`config.mk`:
```
export PLATFORM = sky130hd
export DESIGN_NAME = flash_ctrl_wb
export DESIGN_NICKNAME = d
export VERILOG_FILES = /design/src/rtl/flash_ctrl_wb.sv
export SDC_FILE = /design/constraint.sdc
export NUM_CORES = 1
export LEC_CHECK = 0
export ABC_AREA = 1
export CAP_MARGIN = 20
export CORE_ASPECT_RATIO = 0.9
export CORE_MARGIN = 5
export CORE_UTILIZATION = 30
export CTS_CLUSTER_DIAMETER = 80
export DETAILED_ROUTE_END_ITERATION = 16
export SLEW_MARGIN = 20
export SYNTH_ARGS = -nofsm -noshare
export SYNTH_HDL_FRONTEND = slang
export SYNTH_SLANG_ARGS = --single-unit
export TNS_END_PERCENT = 30
```
`constraint.sdc`:
```
create_clock -name wb_clk_i -period 1.7 [get_ports wb_clk_i]
set_input_delay 0.34 -clock wb_clk_i [delete_from_list [all_inputs] [get_ports wb_clk_i]]
set_output_delay 0.34 -clock wb_clk_i [all_outputs]
set_load 0.02 [all_outputs]
```
`src/rtl/flash_ctrl_wb.sv`:
```
// flash_ctrl_wb
//   Wishbone read-only slave that fetches 32-bit words from a parallel NOR
//   flash of FLASH_DW bits, one beat at a time, each beat lasting
//   WAIT_CYC+1 clocks. Beats are assembled big-endian (beat 0 in the top
//   lane). Writes are rejected with a one-cycle wb_err_o.
//
//   Optional feature: define FLASH_PREFETCH_EN to add a one-word read buffer
//   (valid, tag, data). A tag hit is answered on the next edge without
//   touching the flash; flash_inv_i clears the buffer.
//
// Ports
//   wb_clk_i, wb_rst_i        clock; asynchronous active-low reset
//   wb_adr_i .. wb_cyc_i      Wishbone slave inputs (wb_dat_i, wb_sel_i unused)
//   wb_dat_o, wb_ack_o,       read data, read completion, write rejection
//   wb_err_o
//   flash_adr_o, flash_dat_i  flash byte address / read data
//   flash_ce_n, flash_oe_n,   active-low flash strobes
//   flash_we_n, flash_rst_n
//   flash_inv_i               prefetch-buffer invalidate pulse
//   dbg_state                 current FSM state (IDLE=0, BEAT=1, ACK=2, ERR=3)
//
// Handshake: a request is wb_cyc_i & wb_stb_i sampled in IDLE. The master
// holds it until wb_ack_o or wb_err_o is seen; both are single-cycle pulses
// and the next request is only taken in the following IDLE cycle. Dropping
// wb_cyc_i during a flash access aborts it without an ack.
module flash_ctrl_wb #(
  parameter int ADR_W    = 22,
  parameter int FLASH_DW = 8,
  parameter int WAIT_CYC = 3
) (
  input  logic                wb_clk_i,
  input  logic                wb_rst_i,
  input  logic [31:0]         wb_adr_i,
  input  logic [31:0]         wb_dat_i,
  input  logic [3:0]          wb_sel_i,
  input  logic                wb_we_i,
  input  logic                wb_stb_i,
  input  logic                wb_cyc_i,
  output logic [31:0]         wb_dat_o,
  output logic                wb_ack_o,
  output logic                wb_err_o,
  output logic [ADR_W-1:0]    flash_adr_o,
  input  logic [FLASH_DW-1:0] flash_dat_i,
  output logic                flash_ce_n,
  output logic                flash_oe_n,
  output logic                flash_we_n,
  output logic                flash_rst_n,
  input  logic                flash_inv_i,
  output logic [1:0]          dbg_state
);

  localparam int         BEATS      = 32 / FLASH_DW;
  localparam int         SW         = 32 - FLASH_DW;  // staging width
  localparam logic [1:0] LAST_BEAT  = 2'(BEATS - 1);
  localparam logic [1:0] BEAT_BYTES = 2'(FLASH_DW / 8);
  localparam logic [3:0] WAIT_LAST  = 4'(WAIT_CYC);

  typedef enum logic [1:0] {IDLE = 2'd0, BEAT = 2'd1, ACK = 2'd2, ERR = 2'd3} state_t;

  state_t        state_q, state_d;
  logic [3:0]    cnt;
  logic [1:0]    beat;
  logic [SW-1:0] stage;
  logic [1:0]    nxt_off;
  logic          req, hit, start, take_hit, sample, last_sample;
  logic [31:0]   hit_data;
  logic [31:0]   full_word;

  assign req         = wb_cyc_i & wb_stb_i;
  assign start       = (state_q == IDLE) & req & ~wb_we_i & ~hit;
  assign take_hit    = (state_q == IDLE) & req & ~wb_we_i & hit;
  assign sample      = (state_q == BEAT) & wb_cyc_i & (cnt == WAIT_LAST);
  assign last_sample = sample & (beat == LAST_BEAT);
  // Earlier beats sit in the staging register; the last beat completes the word.
  assign full_word   = {stage, flash_dat_i};
  // Byte offset of the next beat; wraps to 0 after the last beat.
  assign nxt_off     = (beat + 2'd1) * BEAT_BYTES;

`ifdef FLASH_PREFETCH_EN
  logic             pf_valid;
  logic [ADR_W-3:0] pf_tag;
  logic [31:0]      pf_data;

  // An invalidate in the same cycle as a lookup forces the flash path.
  assign hit      = pf_valid & ~flash_inv_i & (pf_tag == wb_adr_i[ADR_W-1:2]);
  assign hit_data = pf_data;

  always_ff @(posedge wb_clk_i or negedge wb_rst_i) begin
    if (!wb_rst_i) begin
      pf_valid <= 1'b0;
      pf_tag   <= '0;
      pf_data  <= '0;
    end else if (flash_inv_i) begin
      // Invalidate also beats a load completing in the same cycle: the
      // flash contents may have changed under the access.
      pf_valid <= 1'b0;
    end else if (last_sample) begin
      pf_valid <= 1'b1;
      pf_tag   <= flash_adr_o[ADR_W-1:2];
      pf_data  <= full_word;
    end
  end
`else
  logic unused_inv;
  assign unused_inv = flash_inv_i;
  assign hit        = 1'b0;
  assign hit_data   = '0;
`endif

  logic unused_bits;
  assign unused_bits = ^{wb_dat_i, wb_sel_i, wb_adr_i[31:ADR_W], wb_adr_i[1:0]};

  always_ff @(posedge wb_clk_i or negedge wb_rst_i) begin
    if (!wb_rst_i) state_q <= IDLE;
    else           state_q <= state_d;
  end

  always_comb begin
    state_d = state_q;
    case (state_q)
      IDLE: begin
        if (req) begin
          if (wb_we_i)  state_d = ERR;
          else if (hit) state_d = ACK;
          else          state_d = BEAT;
        end
      end
      BEAT: begin
        if (!wb_cyc_i)        state_d = IDLE;
        else if (last_sample) state_d = ACK;
      end
      ACK:     state_d = IDLE;
      ERR:     state_d = IDLE;
      default: state_d = IDLE;
    endcase
  end

  always_ff @(posedge wb_clk_i or negedge wb_rst_i) begin
    if (!wb_rst_i) begin
      cnt         <= '0;
      beat        <= '0;
      stage       <= '0;
      flash_adr_o <= '0;
      wb_dat_o    <= '0;
    end else if (start) begin
      cnt         <= '0;
      beat        <= '0;
      flash_adr_o <= {wb_adr_i[ADR_W-1:2], 2'b00};
    end else if (take_hit) begin
      wb_dat_o <= hit_data;
    end else if ((state_q == BEAT) && wb_cyc_i) begin
      if (sample) begin
        cnt         <= '0;
        beat        <= beat + 2'd1;
        flash_adr_o <= {flash_adr_o[ADR_W-1:2], nxt_off};
        stage       <= SW'(full_word);
        if (last_sample) wb_dat_o <= full_word;
      end else begin
        cnt <= cnt + 4'd1;
      end
    end
  end

  assign wb_ack_o    = (state_q == ACK);
  assign wb_err_o    = (state_q == ERR);
  assign flash_ce_n  = (state_q != BEAT);
  assign flash_oe_n  = (state_q != BEAT);
  assign flash_we_n  = 1'b1;
  assign flash_rst_n = wb_rst_i;
  assign dbg_state   = state_q;

endmodule

```
### Word level (Yosys, flattened, before mapping)

Index checks and enable logic that the tools add are counted.

| word-level totals | value |
|---|---|
| input port bits | 82 |
| memories kept | 0 |
| latch bits | 0 |
| bits in read-only memories | 0 |
| flip-flop bits (word level) | 86 |
| output and inout port bits | 62 |
| memory bits (writable) | 0 |
| word-level logic and storage cells | 48 |

| cells by class | value |
|---|---|
| equality and inequality tests | 8 |
| reduce and logical (&&, ||, !) cells | 9 |
| order comparisons | 0 |
| $add $sub $neg | 2 |
| div/mod/pow operators | 0 |
| bitwise gates (word level) | 8 |
| $mul | 0 |
| shift-type cells | 0 |
| mux-type cells | 14 |

Operator list:

| kind | number |
|---|---|
| 22-bit 2-to-1 mux | 2 |
| 2-bit 2-to-1 mux | 8 |
| 4-bit 2-to-1 mux | 3 |
| 1-bit AND | 6 |
| 2-bit equality test (second input constant) | 3 |
| 2-bit case mux with 3 select lines | 1 |
| 4-bit by 1-bit adder with 4-bit output (second input constant) | 1 |
| 4-bit by 2-bit equality test with 1-bit output (second input constant) | 1 |
| 2-bit AND reduction | 2 |
| 4-bit AND reduction | 1 |
| 2-bit nonzero test | 2 |
| 3-bit inequality test (second input constant) | 1 |
| 3-bit AND reduction | 1 |
| 2-bit by 1-bit adder with 2-bit output (second input constant) | 1 |
| 2-bit by 1-bit equality test with 1-bit output (second input constant) | 1 |
| 2-bit logical NOT | 1 |
| 2-bit by 1-bit inequality test with 1-bit output (second input constant) | 1 |
| 2-bit inequality test (second input constant) | 1 |
| 1-bit NOT | 2 |
| 2-bit OR reduction | 1 |
| 1-bit logical AND | 1 |

### Longest topological paths before layout

| logic depth | value |
|---|---|
| depth after elaboration | 7 |
| gate-level depth with buffers | 7 |

### Worst setup path before layout

OpenSTA, ideal clock, no wires.

| timing | value |
|---|---|
| path type | reg2reg |
| start point | register state_q[0] (netlist: dbg_state[0]) |
| end point | register flash_adr_o[0] |
| stages on the path, launching flop included | 7 |
| required time | 1582 ps |
| arrival time | 1282 ps |
| slack | 300 ps |
| library setup time | 118 ps |
| path buffers | 2 |
| clock period less this slack | 1400 ps |
| cell sequence | dfrtp_1 nor2_1 nand3_1 buf_4 buf_6 nand3_1 nand2_1 |

| on the way | value |
|---|---|
| word-level cells in the longest chain between the ends | 5 |
| elaborated cells on any way between the ends | 11 |

RTL lines:

| item | line | source |
|---|---|---|
| start: declaration | 60 | `state_t state_q, state_d;` |
| start signal: assignment | 115 | `else state_q <= state_d;` |
| 2-bit by 1-bit equality test with 1-bit output or 2-bit logical NOT (tied branches) | 72, 151, 70 |  |
| 1-bit AND (on tied branches) (2 in series) | n/a |  |
| 2-bit nonzero test (no line) | n/a |  |
| 2-bit AND reduction (no line) | n/a |  |
| end signal: assignment | 148 | `flash_adr_o <= {wb_adr_i[ADR_W-1:2], 2'b00};` |
| end signal: assignment | 155 | `flash_adr_o <= {flash_adr_o[ADR_W-1:2], nxt_off};` |
| end: declaration | 42 | `output logic [ADR_W-1:0] flash_adr_o,` |

Several ways; a longest one is shown, not always the timed one.
A chain may end at the register's enable or synchronous reset.

### Worst setup path in the final report

| timing | value |
|---|---|
| start point | register wb_dat_o[13] |
| end point | output wb_dat_o[13] |

RTL lines:

| item | line | source |
|---|---|---|
| start: declaration | 39 | `output logic [31:0] wb_dat_o,` |
| start signal: assignment | 150 | `wb_dat_o <= hit_data;` |
| start signal: assignment | 157 | `if (last_sample) wb_dat_o <= full_word;` |

No word-level cell between the ends.

==> flow_summary_export.csv <==
group,metric,value,unit
worst_setup_path,path_class,"reg2out",
sta,finalSetupViolCount,0,
worst_setup_path,critPathTopFamily,"buffers and inverters",
worst_setup_path,slowest_stage,"clkdlybuf4s50_1",
synth,synth.distinct_cells,18,
synth,synth_top_family_by_area,"simple AND/OR/NAND/NOR gates",
power_and_ir_drop,ir_worst_vdd,0.728,mV
detailed_routing,drcViolationCount,0,
clock_tree,tritoncts,"done",
sta,tightestPinTransition,765,ps
worst_setup_path,crit_path_end,"wb_dat_o[13]",
sta,slew_headroom,49.0,%
detailed_routing,routed_wl,7.91,mm
global_route,overflow,0,
die,rows,37,
synth,synth_top_cell_by_area,"dfrtp_1",
final_layout,fin_nets,561,
place,portBuffers,93,
worst_setup_path,rr_worst_depth,7,
power_and_ir_drop,p_per_area,1260,nW/µm²
sta,finalCritPeriodShare,97.2,%
synth,synth_most_common_cell,"nand2_1",
synth,yosysSeqAreaShare,61.2,%
synth,synth_common_cells,"145 x nand2_1, 84 x dfrtp_1, 40 x nand3_1",
detailed_routing,first_pass_iters,4,
worst_setup_path,worstPathMaxFanout,2,
synth,yosysWarnings,0,
worst_setup_path,endpoint_kind,"output port",
synth,syn_avg_cell_area,8.92,µm²
synth,synthSimpleGateAreaFrac,24.1,%
synth,synth_compound_area_share,5.39,%
detailed_routing,detail-route-antenna-nets,0,
die,core_area,11300,µm²
synth,yosys.area.top_type_share,61.2,%
place,place.gp.congestion,0.713,
global_route,antenna_found_initial,0,
detailed_routing,drt-vias-per-instance,4.32,
sta,hold-worst-slack,161,ps
global_route,grt_util_all_layers,12.2,%
place,dp.cells,622,
final_layout,design_area,4850,µm²
synth,synth_top_flop_cell,"dfrtp_1",
die,io_pins,144,
clock_tree,clock-sinks,84,
clock_tree,cts-buffers-inserted,9,
final_layout,n_fill_cell,1135,
final_layout,final_layout_size_suffix_gt1_share,6.64,%
synth,ys_ff_latch,84,
power_and_ir_drop,leakagePower,0.00268,µW
worst_setup_path,crit_arrival,1310,ps
min_path,hold_path_class,"in2async",
global_route,grt_max_degree,85,
sta,layout_setup_ws,48.4,ps
sta,hold_viol,0,
place,place_ws,-138,ps
sta,finalSetupTns,0,ps
worst_setup_path,max_stage_delay,610,ps
synth,synth_edf_count,0,
sta,skew,5.29,ps
run,cap_violations,0,
worst_setup_path,startpoint_type,"register",
worst_setup_path,crit_chain,"clkdlybuf4s50_1",
place,dp_hpwl,5.48,mm
final_layout,multi_input_area,1040,µm²
detailed_routing,drt_iter0_drc,131,
worst_setup_path,worstReg2RegStart,"cnt[0]",
place,placed_area,4540,µm²
die,die_w,123,µm
final_layout,antenna_cells,0,
final_layout,area_growth,41.2,%
worst_setup_path,required,1360,ps
worst_setup_path,crit_path_start,"wb_dat_o[13]",
synth,yosys-top-cells-area,"dfrtp_1 61%, nand2_1 16%, nand3_1 5.8%",
synth,muxShareOfSynthArea,0,%
sta,max_freq,605,MHz
sta,fin_crit,1650,ps
global_route,grt_pass1_wl,13.3,mm
clock_tree,cts-root-buf,"clkbuf_16",
clock_tree,clock_path_buffers,2,
synth,synth_xor_xnor_area_share,0,%
die,start_util,30.3,%
final_layout,regArea,2100,µm²
synth,async_flop_share,100,%
detailed_routing,wl_per_cell,12.4,µm
clock_tree,clk_pin_slew,60,ps
synth,synthAdderAreaFrac,0.728,%
worst_setup_path,r2r_slack,120,ps
die,dieArea,13700,µm²
synth,netlist_instances,385,
global_route,grt_pass1_vias,2688,
detailed_routing,vias,2759,
status,status,"finished, final reports clean",
worst_setup_path,critPathBufInv,1,
sta,final_max_slew_viol_count,0,
worst_setup_path,r2r_end,"wb_dat_o[20]",
clock_tree,insertion_delay,340,ps
clock_tree,htree_levels,3,
sta,grt_setup_unrepaired,"false",
synth,synthesis.nets,469,
clock_tree,cts_hold_buffers,0,
die,die_h,112,µm
final_layout,fin_cells,638,
worst_setup_path,path_depth,1,
synth,netlist_area,3440,µm²
[repair_timing]
action,CTS,global route
endpoints found under the setup margin,8,26
setup buffers,0,0
resized for setup,9,18
[logic make-up (layout without fill, tap and decap cells)]
logic type               after synthesis  after routing
AO/OA/AOI/OAI                         37             37
adder cells (fa/ha/maj)                2              2
buffers and inverters                 63            160
flip-flops                            84             84
other                                  1              1
AND/OR/NAND/NOR                      198            198
[registers in the layout, indices dropped and copies added, names as in the netlist]
register / count
dbg_state: 2
flash_adr_o: 22
wb_dat_o: 32
stage: 24
cnt: 4
[cells in the final DEF (no fill, tap or decap)]
cell type	count
nand2_1	145
dfrtp_1	83
clkdlybuf4s50_1	69
nand3_1	40
inv_1	39
o21ai_0	28
dlymetal6s2s_1	15
o21ai_1	9
clkbuf_16	9
buf_4	8
dlygate4sd2_1	7
nor2_1	6
nand4_1	4
buf_12	3
ha_1	2
inv_6	2
clkinv_4	2
nand3_4	1
nor2_4	1
inv_4	1
nand2_2	1
conb_1	1
clkinvlp_4	1
clkinv_2	1
clkbuf_1	1
dfrtp_2	1
clkdlybuf4s15_1	1
buf_6	1
[layer usage]
layer	global-route usage (%)	wire, µm
met4	3.81	101
met2	18.1	3640
met5	0	0
met3	5.99	728
met1	15.7	3440
[power by group]
group          switching [µW]  internal, µW
combinational             844           692
clock                     810          1000
sequential                308          2460
[through the flow]
stage | util [%] | power [µW]
6_report | 42.8 | 6110
5_1_grt | 42.8 | 6520
4_1_cts | 42.4 | 6240
3_5_place_dp | 40.0 | 4410
3_3_place_gp | 40.0 | 4360
2_1_floorplan | - | 3580
[worst min-delay path by stage]
stage / to / startpoint / slack [ps]
5_1_grt: wb_dat_o[28] / wb_rst_i / 240
4_1_cts: wb_dat_o[24] / wb_rst_i / 330
6_report: wb_dat_o[24] / wb_rst_i / 160
3_5_place_dp: wb_dat_o[25] / wb_dat_o[25] / 460
2_1_floorplan: cnt[0] / wb_rst_i / 40
3_3_place_gp: wb_dat_o[18] / wb_dat_o[18] / 450
[area by class of cell]
type	instances	share of cell area (%)
inverters	40	3.15
well taps	156	4.02
clock inverters	6	0.980
flip-flops and latches	84	43.4
clock buffers	10	4.72
repair buffers	104	22.3
multi-input cells	238	21.5
(Power assumes the default switching activity.)
